[config.mk]
export PLATFORM = sky130hd
export DESIGN_NAME = uart_rx_ctrl
export DESIGN_NICKNAME = d
export VERILOG_FILES = /design/src/rtl/uart_rx_ctrl.sv
export SDC_FILE = /design/constraint.sdc
export NUM_CORES = 1
export LEC_CHECK = 0
export ABC_CLOCK_PERIOD_IN_PS = 1500
export CAP_MARGIN = 20
export CORE_MARGIN = 10
export CORE_UTILIZATION = 54
export CTS_BUF_LIST = sky130_fd_sc_hd__clkbuf_4 sky130_fd_sc_hd__clkbuf_8
export CTS_CLUSTER_DIAMETER = 30
export DETAILED_ROUTE_END_ITERATION = 6
export GPL_ROUTABILITY_DRIVEN = 0
export PLACE_DENSITY = 0.84
export SLEW_MARGIN = 20
export SYNTH_ARGS = -nofsm -noshare
export SYNTH_HDL_FRONTEND = slang
export SYNTH_SLANG_ARGS = --single-unit
[constraint.sdc]
create_clock -name clk -period 1.5 [get_ports clk]
set_input_delay 0.3 -clock clk [delete_from_list [all_inputs] [get_ports clk]]
set_output_delay 0.3 -clock clk [all_outputs]
set_load 0.02 [all_outputs]
[src/rtl/uart_rx_ctrl.sv]
// uart_rx_ctrl: UART receive controller sitting directly downstream of baudrate_gen.
// It synchronises the RX line and detects the start-bit falling edge.
// It gates the generator's RX counter and samples one bit on each mid-bit tick.
// It deserialises an 8N1 frame, LSB first, and reports each frame with a
// one-cycle valid or frame-error pulse.
// Optional feature macro: UART_RX_PARITY_EN. When it is defined, the module
// expects one parity bit between the data bits and the stop bit, and adds the
// P_PARITY_ODD parameter and the O_rx_parity_err output.
module uart_rx_ctrl #(
  parameter int unsigned P_SYNC_STAGES = 2,
  parameter int unsigned P_DATA_BITS   = 8
`ifdef UART_RX_PARITY_EN
  ,
  parameter int unsigned P_PARITY_ODD  = 0
`endif
) (
  input  logic                   clk,
  input  logic                   rst_n,
  input  logic                   I_rx,
  input  logic                   I_baudrate_rx_clk,
  output logic                   O_baudrate_rx_clk_en,
  output logic [P_DATA_BITS-1:0] O_rx_data,
  output logic                   O_rx_valid,
  output logic                   O_rx_frame_err,
`ifdef UART_RX_PARITY_EN
  output logic                   O_rx_parity_err,
`endif
  output logic                   O_rx_busy
);

  localparam int unsigned          IDX_W    = $clog2(P_DATA_BITS);
  localparam logic [IDX_W-1:0]     LAST_IDX = IDX_W'(P_DATA_BITS - 1);
`ifdef UART_RX_PARITY_EN
  localparam logic                 ODD      = (P_PARITY_ODD != 0);
`endif

`ifdef UART_RX_PARITY_EN
  typedef enum logic [2:0] {
    S_IDLE,
    S_START,
    S_DATA,
    S_PARITY,
    S_STOP
  } state_t;
`else
  typedef enum logic [1:0] {
    S_IDLE,
    S_START,
    S_DATA,
    S_STOP
  } state_t;
`endif

  state_t                 state;
  logic [P_SYNC_STAGES-1:0] sync;
  logic                   rx_sync;
  logic                   rx_prev;
  logic                   rx_fall;
  logic [P_DATA_BITS-1:0] shift;
  logic [IDX_W-1:0]       idx;
`ifdef UART_RX_PARITY_EN
  logic                   par_bad;
`endif

  // RX line synchroniser; resets to the idle level so reset release never looks like a start edge
  always_ff @(posedge clk or negedge rst_n) begin
    if (!rst_n) begin
      sync <= '1;
    end else begin
      sync <= {sync[P_SYNC_STAGES-2:0], I_rx};
    end
  end

  assign rx_sync = sync[P_SYNC_STAGES-1];

  // One extra flop behind the synchroniser for falling-edge detection
  always_ff @(posedge clk or negedge rst_n) begin
    if (!rst_n) begin
      rx_prev <= 1'b1;
    end else begin
      rx_prev <= rx_sync;
    end
  end

  assign rx_fall = rx_prev & ~rx_sync;

  // Frame state machine with registered enable, data and status pulses
  always_ff @(posedge clk or negedge rst_n) begin
    if (!rst_n) begin
      state                <= S_IDLE;
      O_baudrate_rx_clk_en <= 1'b0;
      O_rx_data            <= '0;
      O_rx_valid           <= 1'b0;
      O_rx_frame_err       <= 1'b0;
      shift                <= '0;
      idx                  <= '0;
`ifdef UART_RX_PARITY_EN
      O_rx_parity_err      <= 1'b0;
      par_bad              <= 1'b0;
`endif
    end else begin
      O_rx_valid     <= 1'b0;
      O_rx_frame_err <= 1'b0;
`ifdef UART_RX_PARITY_EN
      O_rx_parity_err <= 1'b0;
`endif
      case (state)
        S_IDLE: begin
          // Ticks are ignored here; only a real 1->0 transition starts a frame
          if (rx_fall) begin
            state                <= S_START;
            O_baudrate_rx_clk_en <= 1'b1;
          end
        end
        S_START: begin
          if (I_baudrate_rx_clk) begin
            if (!rx_sync) begin
              state <= S_DATA;
              idx   <= '0;
            end else begin
              // Line back high at mid start bit: treat it as a glitch
              state                <= S_IDLE;
              O_baudrate_rx_clk_en <= 1'b0;
            end
          end
        end
        S_DATA: begin
          if (I_baudrate_rx_clk) begin
            shift <= {rx_sync, shift[P_DATA_BITS-1:1]};
            idx   <= idx + 1'b1;
            if (idx == LAST_IDX) begin
`ifdef UART_RX_PARITY_EN
              state <= S_PARITY;
`else
              state <= S_STOP;
`endif
            end
          end
        end
`ifdef UART_RX_PARITY_EN
        S_PARITY: begin
          if (I_baudrate_rx_clk) begin
            par_bad <= rx_sync ^ (^shift) ^ ODD;
            state   <= S_STOP;
          end
        end
`endif
        S_STOP: begin
          if (I_baudrate_rx_clk) begin
            state                <= S_IDLE;
            O_baudrate_rx_clk_en <= 1'b0;
            if (!rx_sync) begin
              O_rx_frame_err <= 1'b1;
`ifdef UART_RX_PARITY_EN
            end else if (par_bad) begin
              O_rx_parity_err <= 1'b1;
`endif
            end else begin
              O_rx_data  <= shift;
              O_rx_valid <= 1'b1;
            end
          end
        end
        default: begin
          state                <= S_IDLE;
          O_baudrate_rx_clk_en <= 1'b0;
        end
      endcase
    end
  end

  assign O_rx_busy = (state != S_IDLE);

endmodule

# Word level (Yosys, flattened, before mapping)
# Cells that the tools add are included.
word_totals:
  ff_bits: 27
  out_inout_bits: 12
  wordCells: 54
classes:
  add_sub_neg: 1
  n_eq_ne: 11
  mux: 22
  bitwise: 2
  reduce_logical: 9
ops:
  columns: ["cell", "n"]
  rows:
  - ["2-bit inequality test (second input constant)", 7]
  - ["2-bit two-way mux", 6]
  - ["1-bit two-way mux", 10]
  - ["5-bit AND reduction", 2]
  - ["3-bit two-way mux", 3]
  - ["2-bit case mux with 4 select lines", 1]
  - ["3-bit case mux with 2 select lines", 1]
  - ["2-bit equality test (second input constant)", 2]
  - ["4-bit AND reduction", 1]
  - ["2-bit nonzero test", 2]
  - ["3-bit by 1-bit adder with 3-bit output (second input constant)", 1]
  - ["3-bit equality test (second input constant)", 1]
  - ["1-bit case mux with 3 select lines", 1]
  - ["3-bit AND reduction", 1]
  - ["3-bit nonzero test", 1]
  - ["2-bit by 1-bit equality test with 1-bit output (second input constant)", 1]
  - ["2-bit logical NOT", 1]
  - ["2-bit AND reduction", 1]
  - ["1-bit bitwise AND", 1]
  - ["1-bit inverter", 1]

# Depth between registers and ports, before layout
# Gate-level depths: netlist of the first run.
logic_depth:
  depth_word: 4
  ltp_mapped: 4

# Least setup slack after synthesis of the first run
# Ideal clock, no wire load.
synth_timing:
  path_kind: "flip-flop to output port"
  from: "register (tool-made name)"
  to: "output port O_rx_busy"
  arrival_time_ns: 0.864
  t_required_ns: 1.200
  slack_ns: 0.336
  stages_incl_launch_ff: 3
  path_buffers: 1
  path_cell_list: "dfrtp_1 -> buf_2 -> or2_2"
synth_rtl:
  columns: ["element", "line_no", "source"]
  rows:
  - ["end, declared", "28", "output logic O_rx_busy"]

# Worst setup path in the final report of the first run
layout_timing:
  from: "register state[0]"
  to: "output port O_rx_busy"
layout_between:
  elab_chain_len: 1
layout_rtl:
  columns: ["element", "line_no", "source"]
  rows:
  - ["start, declared", "54", "state_t state;"]
  - ["start signal, assigned", "90", "state <= S_IDLE;"]
  - ["start signal, assigned", "111", "state <= S_START;"]
  - ["start signal, assigned", "118", "state <= S_DATA;"]
  - ["2-bit nonzero test", "172", "assign O_rx_busy = (state != S_IDLE);"]
# Every way passes these cells.

==> results of run 1 <==
-- cell usage after synthesis (all sizes together) (2+ instances only) --
library cell / instances
dfrtp: 24
mux2: 17
a21oi: 8
nor2: 5
dfstp: 3
inv: 3
nor3: 3
buf: 2
ha: 2
nand2: 2
-- cells in the final DEF, fill, tap and decap left out, drive strengths merged --
cell type,instances
clkdlybuf4s50,3
nand3b,1
buf,10
clkbuf,3
clkinv,1
dfstp,3
dfrtp,24
nand3,1
or3b,1
nand2,2
nor2,5
mux2,17
a21oi,8
a211oi,1
dlygate4sd2,11
inv,3
or2,1
and2,1
ha,2
nor3,3
o21ai,1
a32oi,1
-- power groups by stage --
stage	registers [mW]	clock network (mW)	logic, mW
global placement	1.14	0	0.966
CTS	1.14	0.307	0.936
detailed placement	1.16	0	1.01
floorplan	1.24	0	0.480
global route	1.17	0.335	1.03
finish	1.13	0.298	0.940
-- what timing repair did --
item | 4_1_cts | 5_1_grt
endpoints found under the setup margin | 12 | 1
resized for setup | 15 | 2
cloned | 0 | 0
-- cells by family (layout without fill, tap and decap cells) --
logic type      count (synthesis)  in the layout  synth area share
flops                          27             27             0.636
mux                            17             17             0.179
simple gates                   15             15            0.0843
compound gates                 11             11            0.0574
buf+inv                         5             31            0.0199
fa+ha+maj                       2              2            0.0234
-- state kept, by name, indices dropped and copies added, names as in the netlist, 2 cells and up, named ones only --
register / count
O_rx_data: 8
idx: 3
shift: 8
sync: 2
-- through the flow --
step           setup slack [ps]  area (µm²)  total power, mW
2_1_floorplan               336        1070             1.72
3_3_place_gp              -99.2        1310             2.11
3_5_place_dp               -129        1310             2.17
4_1_cts                    35.8        1320             2.38
5_1_grt                    3.06        1330             2.54
6_report                   59.0        1330             2.37
-- worst max-delay path by stage --
stage | start | to | slack, ps
2_1_floorplan | flip-flop | O_rx_busy | 340
3_3_place_gp | I_baudrate_rx_clk | O_rx_data[6]$_DFFE_PN0P_ | -100
3_5_place_dp | I_baudrate_rx_clk | O_rx_data[2]$_DFFE_PN0P_ | -130
4_1_cts | state[0]$_DFFE_PN0P_ | O_rx_busy | 40
5_1_grt | state[0]$_DFFE_PN0P_ | O_rx_busy | 3
6_report | state[0]$_DFFE_PN0P_ | O_rx_busy | 60
-- cell type report --
class,instances,area [µm²]
clock buffers,3,22.5
clock inverters,1,5.00
fillers,154,597
inverters,3,11.3
multi-input cells,45,368
flip-flops and latches,27,679
well taps,27,33.8
repair buffers,24,205
-- metal layers --
metal | share of wire | track usage | vias up
met5 | 0 | 0 | -
met4 | 0.010 | 0.0348 | 0
met3 | 0.066 | 0.0464 | 4
met2 | 0.52 | 0.182 | 11
met1 | 0.40 | 0.0922 | 349
li1 | - | - | 321
==> results.json, run 1 <==
{
  "maxSlewHeadroom": 0.778,
  "cts_root_buf": "clkbuf_4",
  "totalWireLength_mm": 1.88,
  "dieHeight_um": 64.5,
  "clockBufferDepth": 2,
  "slowest_stage": "dfrtp_1",
  "synth-seq-cells": 27,
  "drc": 0,
  "synth_top_area_cell": "dfrtp_1",
  "drt_pass1_iterations": 3,
  "r2r_setup_slack_ps": 170,
  "arrival_ps": 1140,
  "hpwl_mm": 1.44,
  "syn-num-nets": 83,
  "grt_pass1_wl_mm": 3.30,
  "maxCapViolCount": 0,
  "cp.depth": 2,
  "portBuffers": 15,
  "clock_power_share": 0.126,
  "cts_tree": "yes",
  "grt_use_total": 0.0985,
  "final_core_util": 0.689,
  "report.final.hold_viol_count": 0,
  "dpl.cell_count": 126,
  "die_area_um2": 4160,
  "endpoint_kind": "output port",
  "finalCritPeriodShare": 0.961,
  "netlist_area_um2": 1070,
  "initialDrtViolationCount": 11,
  "reg2regPathDepth": 4,
  "cts_made_buffers": 3,
  "path_max_fanout": 2,
  "min-delay-path-class": "primary input to asynchronous set/reset pin",
  "vias": 685,
  "setup_tns_ps": 0,
  "synthToLayoutAreaGrowth_pct": 24.0,
  "worst_path_largest_cell_delay_ps": 400,
  "antenna_found_initial": 0,
  "ys_top_cells_by_area": "dfrtp_1 56%, mux2_2 18%, dfstp_2 7.4%",
  "worst-setup-path-type": "flip-flop to output port",
  "ioPinCount": 16,
  "p_seq_frac": 0.478,
  "grt_max_degree": 28,
  "first_global_vias": 759,
  "nets": 110,
  "finalMaxSlewViolations": 0,
  "setup_viol": 0,
  "core_area_um2": 1920,
  "clock_sinks": 27,
  "syn_avg_cell_area_um2": 13.9,
  "status": "finished clean",
  "diodes": 0,
  "synth_edf_count": 0,
  "start_util": 0.556,
  "pwr-share-comb": 0.396,
  "startpoint_type": "flip-flop",
  "grt-ovfl-total": 0,
  "synth_ff_type": "dfrtp_1",
  "fin_hold_ws_ps": 333,
  "finalNonFillerCells": 130,
  "fin_crit_ps": 1440,
  "cts_setup_buffers": 0,
  "cp.required_ps": 1200,
  "yosysWarningCount": 0,
  "async_reset_ff_frac": 1.00,
  "yosysTopAreaCellShare": 0.562,
  "crit_buf_inv": 1,
  "r2r_end": "idx[2]$_DFFE_PN0P_",
  "clkLatencyLatePin_ps": 310,
  "ant_nets": 0,
  "power_leakage_nw": 0.673,
  "seq_area_frac_synth": 0.636,
  "fp-row-count": 16,
  "p_sw_mw": 0.812,
  "cts_hold_buf": 0,
  "viasPerCell": 5.27,
  "htree_levels": 1,
  "cp_top_family": "flip-flops",
  "internal-power_mw": 1.56,
  "p_per_area_nw_per_um2": 1790,
  "swShare": 0.342,
  "finalClockSkew_ps": 6.96,
  "rsz0062_at_grt": "no",
  "wl_per_cell_um": 14.4,
  "worst_pin_slew_ps": 333,
  "drive_above_1_share": 0.359,
  "max_clock_freq_mhz": 694,
  "ys_types": 18,
  "netlist_instances": 77,
  "path_cells": "or2_2 > buf_6",
  "clk_pin_slew_ps": 140,
  "die_w_um": 64.5,
  "max-vdd-ir-drop_mv": 1.17
}
(Power assumes the default switching activity.)
==> inputs of run 2 (changes only) <==
Settings changed: ABC_AREA set to 1, CORE_UTILIZATION 54 to 55, MAX_ROUTING_LAYER set to met4, PLACE_DENSITY 0.84 to 0.85, SETUP_SLACK_MARGIN set to 0.2.
==> run 2 against run 1 <==
Global-route usage up 1.4 points; critical path depth up 6; register-to-register slack worse by 50 ps; largest power group is now combinational cells; sequential power hardly changed; synthesized cell count up 48%; critical path type is now flip-flop to flip-flop; non-clock buffer count up 9.
==> results.json, run 2 <==
{
  "grt_pass1_wl_mm": 3.68,
  "finalCritPeriodShare": 0.917,
  "drt_pass1_iterations": 4,
  "report.final.hold_viol_count": 0,
  "die_w_um": 64.8,
  "synth-seq-cells": 27,
  "maxSlewHeadroom": 0.781,
  "dieHeight_um": 64.8,
  "min-delay-path-class": "primary input to asynchronous set/reset pin",
  "path_max_fanout": 4,
  "clock_sinks": 27,
  "clkLatencyLatePin_ps": 340,
  "initialDrtViolationCount": 34,
  "slowest_stage": "dfrtp_1",
  "cts_hold_buf": 0,
  "path_cells": "buf_4 > buf_6 > nand2_2 > nor3_4 > buf_6 > clkbuf_16 > nor2_1 > a21oi_1",
  "first_global_vias": 816,
  "synth_edf_count": 0,
  "portBuffers": 15,
  "start_util": 0.568,
  "ys_types": 18,
  "clk_pin_slew_ps": 150,
  "diodes": 0,
  "synth_most_common_cell": "nand2_1",
  "setup_viol": 0,
  "viasPerCell": 4.97,
  "endpoint_kind": "flip-flop",
  "vias": 874,
  "core_area_um2": 1940,
  "cts_made_buffers": 3,
  "syn_avg_cell_area_um2": 9.68,
  "ys_top_cells_by_area": "dfrtp_1 54%, nand2_1 8.5%, dfstp_2 7.1%",
  "cts_tree": "yes",
  "nets": 156,
  "reg2regPathDepth": 8,
  "synthToLayoutAreaGrowth_pct": 32.0,
  "htree_levels": 1,
  "grt-ovfl-total": 0,
  "synth_commonest_cells": "25 x nand2_1, 24 x dfrtp_1, 15 x inv_1",
  "fin_crit_ps": 1380,
  "max_clock_freq_mhz": 727,
  "dpl.cell_count": 159,
  "worst_path_largest_cell_delay_ps": 400,
  "p_per_area_nw_per_um2": 1950,
  "ant_nets": 0,
  "synth_top_area_cell": "dfrtp_1",
  "fin_hold_ws_ps": 303,
  "setup_tns_ps": 0,
  "fp-row-count": 16,
  "top_regs": "O_rx_data x8, shift x8, idx x3",
  "layout_commonest_cell": "nand2_1",
  "netlist_area_um2": 1100,
  "drive_above_1_share": 0.329,
  "power_leakage_nw": 0.732,
  "antenna_found_initial": 0,
  "fill_cells": 140,
  "yosysTopAreaCellShare": 0.544,
  "async_reset_ff_frac": 1.00,
  "clockBufferDepth": 2,
  "cp.depth": 8,
  "hpwl_mm": 1.42,
  "worst_pin_slew_ps": 328,
  "totalWireLength_mm": 2.56,
  "finalNonFillerCells": 176,
  "cp.required_ps": 1780,
  "max-vdd-ir-drop_mv": 1.17,
  "grt_max_degree": 28,
  "r2r_setup_slack_ps": 120,
  "final_cell_mix": "25 x nand2_1, 24 x dfrtp_1, 13 x inv_1",
  "seq_area_frac_synth": 0.616,
  "finalMaxSlewViolations": 0,
  "finalClockSkew_ps": 10.2,
  "maxCapViolCount": 0,
  "status": "finished clean",
  "cpMostUsedCell": "buf_6",
  "crit_buf_inv": 4,
  "r2r_end": "O_rx_data[4]$_DFFE_PN0P_",
  "arrival_ps": 1650,
  "synth_ff_type": "dfrtp_1",
  "cts_root_buf": "clkbuf_4",
  "yosysWarningCount": 0,
  "drc": 0,
  "syn-num-nets": 120,
  "worst-setup-path-type": "flip-flop to flip-flop",
  "startpoint_type": "flip-flop",
  "wl_per_cell_um": 14.6,
  "die_area_um2": 4200,
  "ioPinCount": 16,
  "cp_top_family": "buffers and inverters",
  "netlist_instances": 114,
  "rsz0062_at_grt": "yes",
  "grt_use_total": 0.113
}
[run 2: cell count changes in the layout (fill, tap and decap cells not counted), moves of 4 or more]
| cell | delta |
|---|---|
| dlygate4sd2_1 | -11 |
| nand3_1 | +4 |
| inv_1 | +10 |
| o21ai_0 | +8 |
| mux2_2 | -17 |
| nand2_1 | +23 |
| buf_2 | +11 |
[run 2: worst max-delay path by stage]
stage	to	slack [ps]
floorplan	O_rx_data[6]$_DFFE_PN0P_	220
global placement	O_rx_data[1]$_DFFE_PN0P_	9
detailed placement	O_rx_data[7]$_DFFE_PN0P_	-20
CTS	O_rx_busy	140
global route	O_rx_data[7]$_DFFE_PN0P_	60
finish	O_rx_data[4]$_DFFE_PN0P_	120
[run 2: worst register-to-register path: cells and delay by family (launching register included)]
kind            cells  cell delay, ps
buf+inv             4             500
compound gates      1             110
flops               1             400
simple gates        3             320
[run 2: repair_timing]
| action | 4_1_cts | 5_1_grt |
|---|---|---|
| pin swaps | 1 | 3 |
| endpoints found under the setup margin | 20 | 19 |
| setup buffers | 3 | 7 |
| resized for setup | 47 | 15 |
| gates cloned | 0 | 3 |
| endpoints found under the hold margin | 0 | 0 |
[run 2: stage by stage]
stage,worst slack (ps),total power [mW],util,instance area (µm²)
after floorplan,217,1.88,-,1100
after detailed placement,-24.5,2.38,0.678,1320
after CTS,138,2.68,0.702,1360
after global placement,8.70,2.32,0.678,1320
after global routing,60.9,3.07,0.750,1460
final,124,2.84,0.750,1460
[run 2: logic make-up after synthesis]
kind of cell               count (synthesis)  synth area share
AOI/OAI and AO/OA                         22             0.105
adders and majority gates                  2            0.0227
buffers and inverters                     19            0.0794
DFF                                       27             0.616
and+or+nand+nor                           44             0.177
[run 2: routing by layer]
layer	track usage	share of wire	up-vias
li1	-	-	431
met1	0.118	0.43	412
met2	0.186	0.50	27
met3	0.0206	0.048	4
met4	0.0829	0.024	0
met5	-	0	-
[run 2: final cells by class]
cell class / instances / area [µm²] / share of cell area
multi-input cells: 69 / 363 / 0.249
flip-flops and latches: 27 / 679 / 0.466
repair buffers: 33 / 290 / 0.199
well taps: 27 / 33.8 / 0.0232
clock inverters: 1 / 7.51 / 0.00515
inverters: 16 / 60.1 / 0.0412
clock buffers: 3 / 22.5 / 0.0155
[run 2: power breakdown]
group          switching [mW]  internal [mW]
sequential              0.155           1.01
clock                   0.227          0.102
combinational           0.783          0.567
total                    1.16           1.68
==> inputs of run 3 (changes only) <==
Settings changed: GPL_TIMING_DRIVEN set to 1.
==> results of run 3 <==
Final layout, timing and power as in run 2 (identical DEF).
